[config.mk]
export PLATFORM = sky130hd
export DESIGN_NAME = gear_selector_fsm
export DESIGN_NICKNAME = d
export VERILOG_FILES = /design/src/rtl/gear_selector_fsm.sv
export SDC_FILE = /design/constraint.sdc
export NUM_CORES = 1
export LEC_CHECK = 0
export CELL_PAD_IN_SITES_DETAIL_PLACEMENT = 1
export CELL_PAD_IN_SITES_GLOBAL_PLACEMENT = 2
export CORE_AREA = 2 2 186 97
export CTS_CLUSTER_SIZE = 28
export DETAILED_ROUTE_END_ITERATION = 7
export DIE_AREA = 0 0 188 99
export PLACE_DENSITY_LB_ADDON = 0.05
export SYNTH_ARGS = -nofsm -noshare
export SYNTH_HDL_FRONTEND = slang
export SYNTH_SLANG_ARGS = --single-unit
export TNS_END_PERCENT = 10
[constraint.sdc]
create_clock -name clk -period 2.7 [get_ports clk]
set_input_delay 0.675 -clock clk [delete_from_list [all_inputs] [get_ports clk]]
set_output_delay 0.675 -clock clk [all_outputs]
set_load 0.02 [all_outputs]
[src/rtl/gear_selector_fsm.sv]
// PRND gear selector: debounced selector/shift inputs, Park/Reverse/Neutral/Drive FSM, 7-seg glyph.
// Optional brake interlock enabled by defining GEAR_SEL_INTERLOCK_EN.
module gear_selector_fsm #(
    parameter int unsigned DEB_CYCLES     = 50000,
    parameter int unsigned NUM_DRIVE      = 4,
    parameter bit          SEG_ACTIVE_LOW = 1'b0
) (
    input  logic       clk,
    input  logic       reset,
    input  logic [3:0] sw,
    input  logic       shift_up,
    input  logic       shift_down,
    input  logic       brake,
    output logic [6:0] led,
    output logic [3:0] gear,
    output logic       fault
);
    localparam int unsigned     NB       = 6;
    localparam int unsigned     CW       = $clog2(DEB_CYCLES + 1);
    localparam logic [CW-1:0]   CNT_LAST = CW'(DEB_CYCLES - 1);
    localparam logic [3:0]      TOP_GEAR = 4'(NUM_DRIVE);
    localparam logic [6:0]      GLYPH_P  = 7'b1110011;

    typedef enum logic [1:0] {PARK, REV, NEUT, DRIVE} state_t;

    logic [NB-1:0] raw, sync1, sync2, deb;
    logic [CW-1:0] cnt [NB];

    assign raw = {shift_down, shift_up, sw};

    // Counter only runs while the synced bit disagrees with the debounced bit.
    always_ff @(posedge clk) begin
        if (reset) begin
            sync1 <= '0;
            sync2 <= '0;
            deb   <= '0;
            for (int unsigned i = 0; i < NB; i++) cnt[i] <= '0;
        end else begin
            sync1 <= raw;
            sync2 <= sync1;
            for (int unsigned i = 0; i < NB; i++) begin
                if (sync2[i] == deb[i]) begin
                    cnt[i] <= '0;
                end else if (cnt[i] == CNT_LAST) begin
                    deb[i] <= sync2[i];
                    cnt[i] <= '0;
                end else begin
                    cnt[i] <= cnt[i] + CW'(1);
                end
            end
        end
    end

`ifdef GEAR_SEL_INTERLOCK_EN
    logic brake_s1, brake_s2;
    always_ff @(posedge clk) begin
        if (reset) begin
            brake_s1 <= 1'b0;
            brake_s2 <= 1'b0;
        end else begin
            brake_s1 <= brake;
            brake_s2 <= brake_s1;
        end
    end
`else
    logic brake_unused;
    assign brake_unused = brake;
`endif

    state_t     state_q, state_d, req_state;
    logic [3:0] dgear_q, dgear_d;
    logic       up_prev, down_prev, fault_st_q;
    logic [3:0] sel;
    logic       sel_onehot, sel_multi, up_edge, down_edge, req_change, allow;

    assign sel = deb[3:0];

    always_ff @(posedge clk) begin
        if (reset) begin
            state_q    <= PARK;
            dgear_q    <= '0;
            up_prev    <= 1'b0;
            down_prev  <= 1'b0;
            fault_st_q <= 1'b0;
        end else begin
            state_q    <= state_d;
            dgear_q    <= dgear_d;
            up_prev    <= deb[4];
            down_prev  <= deb[5];
            fault_st_q <= sel_multi;
        end
    end

    always_comb begin
        sel_onehot = (sel != '0) && ((sel & (sel - 4'd1)) == '0);
        sel_multi  = (sel != '0) && !sel_onehot;
        up_edge    = deb[4] & ~up_prev;
        down_edge  = deb[5] & ~down_prev;
        case (sel)
            4'b1000: req_state = PARK;
            4'b0100: req_state = REV;
            4'b0010: req_state = NEUT;
            default: req_state = DRIVE;
        endcase
        req_change = sel_onehot && (req_state != state_q);
`ifdef GEAR_SEL_INTERLOCK_EN
        allow = brake_s2 || ((state_q != PARK) && (req_state != REV));
`else
        allow = 1'b1;
`endif
        state_d = state_q;
        dgear_d = dgear_q;
        // A differing request (even one held off by the interlock) swallows shift edges.
        if (req_change) begin
            if (allow) begin
                state_d = req_state;
                dgear_d = (req_state == DRIVE) ? 4'd1 : 4'd0;
            end
        end else if ((state_q == DRIVE) && (up_edge ^ down_edge)) begin
            if (up_edge && (dgear_q < TOP_GEAR)) begin
                dgear_d = dgear_q + 4'd1;
            end else if (down_edge && (dgear_q > 4'd1)) begin
                dgear_d = dgear_q - 4'd1;
            end
        end
    end

    logic [3:0] gear_d;
    logic [6:0] glyph, led_d;

    always_comb begin
        case (state_q)
            PARK:    gear_d = 4'hF;
            REV:     gear_d = 4'hE;
            NEUT:    gear_d = 4'h0;
            default: gear_d = dgear_q;
        endcase
        case (gear_d)
            4'hF:    glyph = GLYPH_P;
            4'hE:    glyph = 7'b1010000;
            4'h0:    glyph = 7'b1010100;
            4'h1:    glyph = 7'b0000110;
            4'h2:    glyph = 7'b1011011;
            4'h3:    glyph = 7'b1001111;
            4'h4:    glyph = 7'b1100110;
            4'h5:    glyph = 7'b1101101;
            4'h6:    glyph = 7'b1111101;
            4'h7:    glyph = 7'b0000111;
            4'h8:    glyph = 7'b1111111;
            4'h9:    glyph = 7'b1101111;
            default: glyph = 7'b1000000;
        endcase
        if (fault_st_q) glyph = 7'b1000000;
        led_d = SEG_ACTIVE_LOW ? ~glyph : glyph;
    end

    always_ff @(posedge clk) begin
        if (reset) begin
            gear  <= 4'hF;
            led   <= SEG_ACTIVE_LOW ? ~GLYPH_P : GLYPH_P;
            fault <= 1'b0;
        end else begin
            gear  <= gear_d;
            led   <= led_d;
            fault <= fault_st_q;
        end
    end

endmodule

# Word-level counts from Yosys, hierarchy flattened

Memories as Yosys holds them, arrays and structs flattened.
Index checks and enable logic that the tools add are counted.

Equality and inequality tests: 20
Add/subtract/negate cells: 9
Order comparisons: 2
Multiplexer cells: 94
Bitwise operators: 30
Reductions and logical operators: 20

Operators by type and width:

| kind                  | number |
|---|---|
| $mux 16               | 18 |
| $add 16x1->16 const B | 6 |
| $eq 16x16->1 const B  | 6 |
| $mux 1                | 69 |
| $or 1x1->1            | 18 |
| $mux 4                | 4 |
| $reduce_and 2->1      | 7 |
| $pmux 4 s3            | 1 |
| $not 1->1             | 8 |
| $sub 4x1->4 const B   | 2 |
| $eq 1x1->1            | 6 |
| $eq 2x2->1 const B    | 3 |
| $logic_and 1x1->1     | 6 |
| $mux 6                | 1 |
| $pmux 2 s3            | 1 |
| $add 4x1->4 const B   | 1 |
| $and 4x4->4           | 1 |
| $eq 4x2->1 const B    | 1 |
| $eq 4x3->1 const B    | 1 |
| $eq 4x4->1 const B    | 1 |
| $gt 4x1->1 const B    | 1 |
| $logic_not 4->1       | 1 |
| $lt 4x3->1 const B    | 1 |
| $reduce_bool 4->1     | 1 |
| 9 further kinds       | 10 |

Bits in registers: 39
Input bits: 9
Word-level logic and storage cells: 194
ROM bits: 112
Memories kept: 2
Bits in writable memories: 96

Memories:

| memory           | depth | width | read ports | clocked after Yosys merged registers in | wr ports | line | source |
|---|---|---|---|---|---|---|---|
| (name not given) | 16    | 7     | 1          | 0                                       | 0        | 138  | `case (gear_d)` |
| cnt              | 6     | 16    | 6          | 0                                       | 6        | 27   | `logic [CW-1:0] cnt [NB];` |

# Logic depth before layout (Yosys ltp)

Gate-level depths: netlist (run 1).
An unclocked memory read counts as a cell.

Depth after elaboration: 8
Gate-level depth with buffers: 9
Mapped depth without buffers: 8

# Worst setup path after synthesis (run 1)

OpenSTA, ideal clock, no wires.

Path type: reg2reg
From: reg state_q[1]
To: reg led[5]
Cell stages (with the launch flop): 10
Slack: 0.679 ns
Setup time: 0.115 ns
Path buffers: 2
Required time: 2.585 ns
Data arrival time: 1.906 ns
Clock period less this slack: 2.021 ns
Cell sequence: dfxtp_1 clkbuf_1 clkbuf_1 o21a_1 inv_1 ha_1 mux2i_1 a311oi_1 or2_2 and2_1

Cells in the longest elaborated chain, start to end: 4
Elaborated cells between the ends (all ways): 6
Classes of those cells: 2 x eq/ne; 2 x mux; 1 x reduce/logical; 1 x memory

RTL lines:

| item                                     | line | source |
|---|---|---|
| start: declaration                       | 70   | `state_t state_q, state_d, req_state;` |
| start signal: assignment                 | 86   | `state_q <= state_d;` |
| $eq 2x2->1, or another cell as far along | 132  | `case (state_q)` |
| $pmux 4 s3 *                             | 132  |  |
| net gear_d[0]                            | 128  | `logic [3:0] gear_d;` |
| $mem_v2 16x7 *                           | -    |  |
| $mux 6 *                                 | 153  | `if (fault_st_q) glyph = 7'b1000000;` |
| end signal: assignment                   | 160  | `led <= SEG_ACTIVE_LOW ? ~GLYPH_P : GLYPH_P;` |
| end signal: assignment                   | 164  | `led <= led_d;` |
| end: declaration                         | 14   | `output logic [6:0] led,` |

The timed path passes the listed nets; every way through them passes the cells marked *.
A chain may end at the register's enable or synchronous reset.

==> results.cfg, run 1 <==
[setup_path]
cp_data_required_time_ns = 2.87
rr_worst_depth = 5
cp.arrival_ns = 2.38
cp-end-kind = flop
criticalPathCategory = reg -> reg
r2r_end = cnt[5][3]
crit_chain = or4_1, nor4_2, or3_1, buf_4, nor2_1
crit_slowest_cell = or4_1
crit_path_start_kind = flop
worstPathMaxFanout = 9
worstReg2RegStart = cnt[5][12]
worst_path_largest_cell_delay_ns = 0.55
regToRegSetupSlack_ns = 0.50

[clocking]
hold_buffers = 0
cts_setup_buffers = 0
cts_num_sinks = 135
cts_resized = 0
cts_tree = done
clk_pin_slew_ns = 0.06
h-tree-depth = 4
clock_latency_ns = 0.42
cts_buffers = 17
clk_path_buf_depth = 2
cts_root_buf = clkbuf_16

[routing]
ant_nets = 0
drt_iter0_markers = 240
wl_per_cell_um = 13.9
drc_errors = 0
via_count = 4707
via_per_inst = 4.64
first_pass_iters = 4
totalWireLength_mm = 14.1

[timing]
rsz0062_at_grt = false
setup_viol = 0
finalCritPeriodShare_pct = 81.5
fin_worst_skew_ns = 0.00808
fmax_ghz = 0.454
min_period_ns = 2.20
hold_viol = 0
finalSetupTns_ns = 0
tightest_slew_ns = 0.603
slew_headroom_pct = 59.8
slew_violations = 0

[final_layout]
syn_to_final_growth_pct = 20.1
drive_gt1_share_pct = 5.76
num_antenna_cells = 0
fin_cells = 1015
fin_nets = 792
fin_area_mm2 = 0.00822

[global_route]
grt_pass1_vias = 4834
grt_usage_pct = 16.3
gr-total-overflow = 0
grt_pass1_wl_mm = 23.9
grt_max_degree = 20
antenna_found_initial = 0

[synth]
avgSynthCellArea_um2 = 10.4
synth-seq-area-share_pct = 53.6
synth_cells = 655
synth.top_cell.area_share_pct = 42.2
yosys_warnings = 0
yosysTopAreaCell = edfxtp_1
synth_edf_count = 96
synth_area_leaders = edfxtp_1 (42%), dfxtp_1 (11%), nor2_1 (7.5%)
synth-async-reset-ratio_pct = 0
synth_most_common_cell = nor2_1
synthDistinctLibCells = 51
syn_area_mm2 = 0.00684
synthFlopType = edfxtp_1
ys_seq_elements = 135
synth_common_cells = nor2_1 (137), edfxtp_1 (96), xor2_1 (56)

[placed_design]
io_buffers = 19
finalWeightedCongestion = 0.749
dp.cells = 983
dp_hpwl_mm = 10.2
placed_cell_area_mm2 = 0.00755

[worst_hold_path]
min_from = sync1[3]
hold_end = sync2[3]
hold_depth = 1
holdCritPathClass = reg -> reg

[die]
core_area_mm2 = 0.0170
die_y_um = 99
pin_count = 21
rows = 34
chipWidth_um = 188
die_area_mm2 = 0.0186
start_util_pct = 40.3

[pwr]
powerDensity_mw_per_mm2 = 628
p_leak_nw = 2.95
peakVddDrop_v = 0.000467

[run]
maxCapViolations = 0

[status]
status = finished, final reports clean
## registers in the layout (all words and copies together), names as in the netlist
register	flops
cnt	96
led	7
deb	6
sync1	6
sync2	6
dgear_q	4
gear	4
state_q	2
down_prev	1
fault	1
fault_st_q	1
up_prev	1
## metal layers
metal  track usage (%)  wire length [um]  vias to the layer above  share of wire (%)
li1                  -                 -                     2399                  -
met1              23.1              7510                     2257                 53
met2              24.4              6130                       43                 44
met3              4.17               347                        8                2.5
met4              5.27               104                        0               0.74
met5                 0                 0                        -                  0
## worst max path at each step
stage,start,end
after global routing,state_q[0],led[4]
after CTS,state_q[0],led[4]
final,cnt[5][12],cnt[5][3]
after floorplan,state_q[1],led[5]
after detailed placement,reset,cnt[4][10]
after global placement,cnt[5][12],cnt[5][3]
## cells by family after synthesis
group	after synthesis	synth area share (%)
compound gates	28	2.69
xor+xnor	95	12.2
fa+ha+maj	16	2.89
buf+inv	40	3.27
flops	135	53.6
mux	10	1.46
other cells	1	0.0548
simple gates	330	23.9
## stage by stage
step / power (mW) / util [%] / setup slack [ns] / hold slack, ns
after floorplan: 2.51 / - / 0.679 / 0.414
after global placement: 2.54 / 44.5 / 0.511 / 0.416
after detailed placement: 2.55 / 44.5 / 0.488 / 0.427
after CTS: 5.23 / 48.4 / 0.452 / 0.441
after global routing: 5.35 / 48.4 / 0.294 / 0.457
final: 5.16 / 48.4 / 0.498 / 0.437
## worst max-delay path, delay by kind of cell (launching register included)
kind                   cells  cell delay (ns)
DFF                        1             0.44
and+or+nand+nor            4             1.27
buffers and inverters      1             0.24
## power by group
part	internal, mW	switching [mW]
Combinational	0.0664	0.0885
Clock	1.75	0.899
Sequential	2.29	0.0711
## layout make-up
| class | instances | area (um2) |
|---|---|---|
| repair buffers | 25 | 230 |
| fillers | 1892 | 8760 |
| flip-flops and latches | 135 | 3660 |
| clock inverters | 14 | 229 |
| clock buffers | 18 | 439 |
| multi-input cells | 575 | 3310 |
| well taps | 234 | 293 |
| inverters | 14 | 52.6 |
## cell usage in the layout (no fill, tap or decap), drive strengths merged, types with 11 or more instances in the layout
cell type	instances
and3	15
clkbuf	18
clkdlybuf4s50	18
conb	96
dfxtp	39
edfxtp	96
ha	15
inv	14
nand2	45
nand2b	11
nand3	32
nand4	21
nor2	137
nor2b	20
nor3	14
xnor2	39
xor2	56
Note: power is estimated with default switching activity, not from simulation.
==> run 2: changes to the inputs <==
==> constraint.sdc (replaced) <==
create_clock -name clk -period 2.3 [get_ports clk]
set_input_delay 0.575 -clock clk [delete_from_list [all_inputs] [get_ports clk]]
set_output_delay 0.575 -clock clk [all_outputs]
set_load 0.02 [all_outputs]
==> run 2 against run 1 <==
Net effect:
- total power increased by 12%
- final cell count increased by 0.79%
- critical path type unchanged
- utilization increased by 0.12 points
- first-iteration DRC count decreased by 4.6%
- critical path depth unchanged
- fmax increased by 5.6%
- die area unchanged
- sequential share of layout area decreased by 0.11 points
- sequential power increased by 17%
- critical endpoint is now cnt[1][13]
- setup slack got worse by 0.28 ns
==> results.cfg, run 2 (synthesis results as in run 1) <==
[pwr]
powerDensity_mw_per_mm2 = 702
total_power_mw = 5.78
p_leak_nw = 2.97
peakVddDrop_v = 0.000494

[placed_design]
finalWeightedCongestion = 0.787
io_buffers = 19
dp_hpwl_mm = 10.2
pre_cts_ws_ns = 0.224

[timing]
tightest_slew_ns = 0.581
setup_viol = 0
min_period_ns = 2.09
slew_headroom_pct = 61.2
finalSetupTns_ns = 0
setup_slack_ns = 0.215
fin_worst_skew_ns = 0.00951
hold_viol = 0
slew_violations = 0
rsz0062_at_grt = false
fmax_ghz = 0.480
finalCritPeriodShare_pct = 90.7

[final_layout]
reg_top3 = cnt: 96 flops, led: 7 flops
seqCellArea_mm2 = 0.00366
layout_common_cells = nor2_1 (137), edfxtp_1 (96), conb_1 (96), xor2_1 (56), nand2_1 (45)
num-fill-cells = 1870
syn_to_final_growth_pct = 20.4
largest_reg_flops = 96
drive_gt1_share_pct = 6.97
final_common_cell = nor2_1
multi_input_area_mm2 = 0.00331
num_antenna_cells = 0
fin_nets = 800
largest-register = cnt

[setup_path]
cp_data_required_time_ns = 2.44
path_common_cell = nor2_1
path_buf_inv = 0
cp.arrival_ns = 2.23
criticalPathCategory = reg -> reg
cp-end-kind = flop
crit_slowest_cell = or3_1
regToRegSetupSlack_ns = 0.21
path_delay_family = simple AND/OR/NAND/NOR gates
worst_path_largest_cell_delay_ns = 0.51
worstPathMaxFanout = 16
crit_chain = nor4_1, nand4b_1, nor2_1, or3_1, nor2_1
crit_path_start_kind = flop

[run]
maxCapViolations = 0

[clocking]
clk_pin_slew_ns = 0.06
h-tree-depth = 4
cts_num_sinks = 135
clock_latency_ns = 0.42
hold_buffers = 0
cts_root_buf = clkbuf_16
cts_buffers = 17
cts_tree = done
cts_resized = 0
cts_setup_buffers = 0
clk_path_buf_depth = 2

[global_route]
antenna_found_initial = 0
gr-total-overflow = 0
grt_pass1_wl_mm = 24.4
grt_usage_pct = 16.5
grt_max_degree = 17
grt_pass1_vias = 4921

[routing]
drc_errors = 0
via_count = 4777
wl_per_cell_um = 13.8
drt_iter0_markers = 229
ant_nets = 0
totalWireLength_mm = 14.1
first_pass_iters = 4
via_per_inst = 4.67

[die]
core_area_mm2 = 0.0170
chipWidth_um = 188
die_y_um = 99
rows = 34
die_area_mm2 = 0.0186
pin_count = 21
start_util_pct = 40.3

[worst_hold_path]
holdCritPathClass = reg -> reg

[status]
status = finished, final reports clean
==> run 2: worst reg2reg max path, delay by kind of cell (launching register included) <==
family | cells | cell delay (ns)
flip-flops | 1 | 0.46
AND/OR/NAND/NOR | 5 | 1.34
==> run 2: where the power goes <==
part / switching [mW] / leakage (nW) / internal, mW
Clock: 1.10 / 0.284 / 1.72
Sequential: 0.0826 / 1.31 / 2.69
Combinational: 0.107 / 1.38 / 0.0841
Total: 1.29 / 2.97 / 4.49
==> run 2: area by class of cell <==
cell class                      count  area share (%)
Inverter                           14           0.638
Timing Repair Buffer               33            3.83
Tap cell                          234            3.56
Clock inverter                     14            2.11
Clock buffer                       18            5.21
Sequential cell                   135            44.5
Multi-Input combinational cell    575            40.2
==> run 2: path summary, 6_finish.rpt <==
kind / from / to / cells after the start
worst min register to register: sync1[4] / sync2[4] / 1
worst max register to register: cnt[1][12] / cnt[1][13] / 5
worst min-delay path: sync1[4] / sync2[4] / 1
worst max-delay path: cnt[1][12] / cnt[1][13] / 5
==> run 2: through the flow <==
step / cells / util [%] / hold slack (ns) / area [um2]
final: 1023 / 48.5 / 0.450 / 8240
after global routing: 1023 / 48.5 / 0.465 / 8240
after CTS: 1023 / 48.5 / 0.454 / 8240
after detailed placement: 991 / 45.0 / 0.425 / 7630
after global placement: 991 / 45.0 / 0.420 / 7630
after floorplan: 750 / - / 0.414 / 7200
==> run 2: layer usage <==
| layer | share of wire, % | track usage, % |
|---|---|---|
| met1 | 53 | 23.4 |
| met2 | 43 | 25.4 |
| met3 | 3.0 | 3.88 |
| met4 | 0.96 | 4.72 |
| met5 | 0 | 0 |
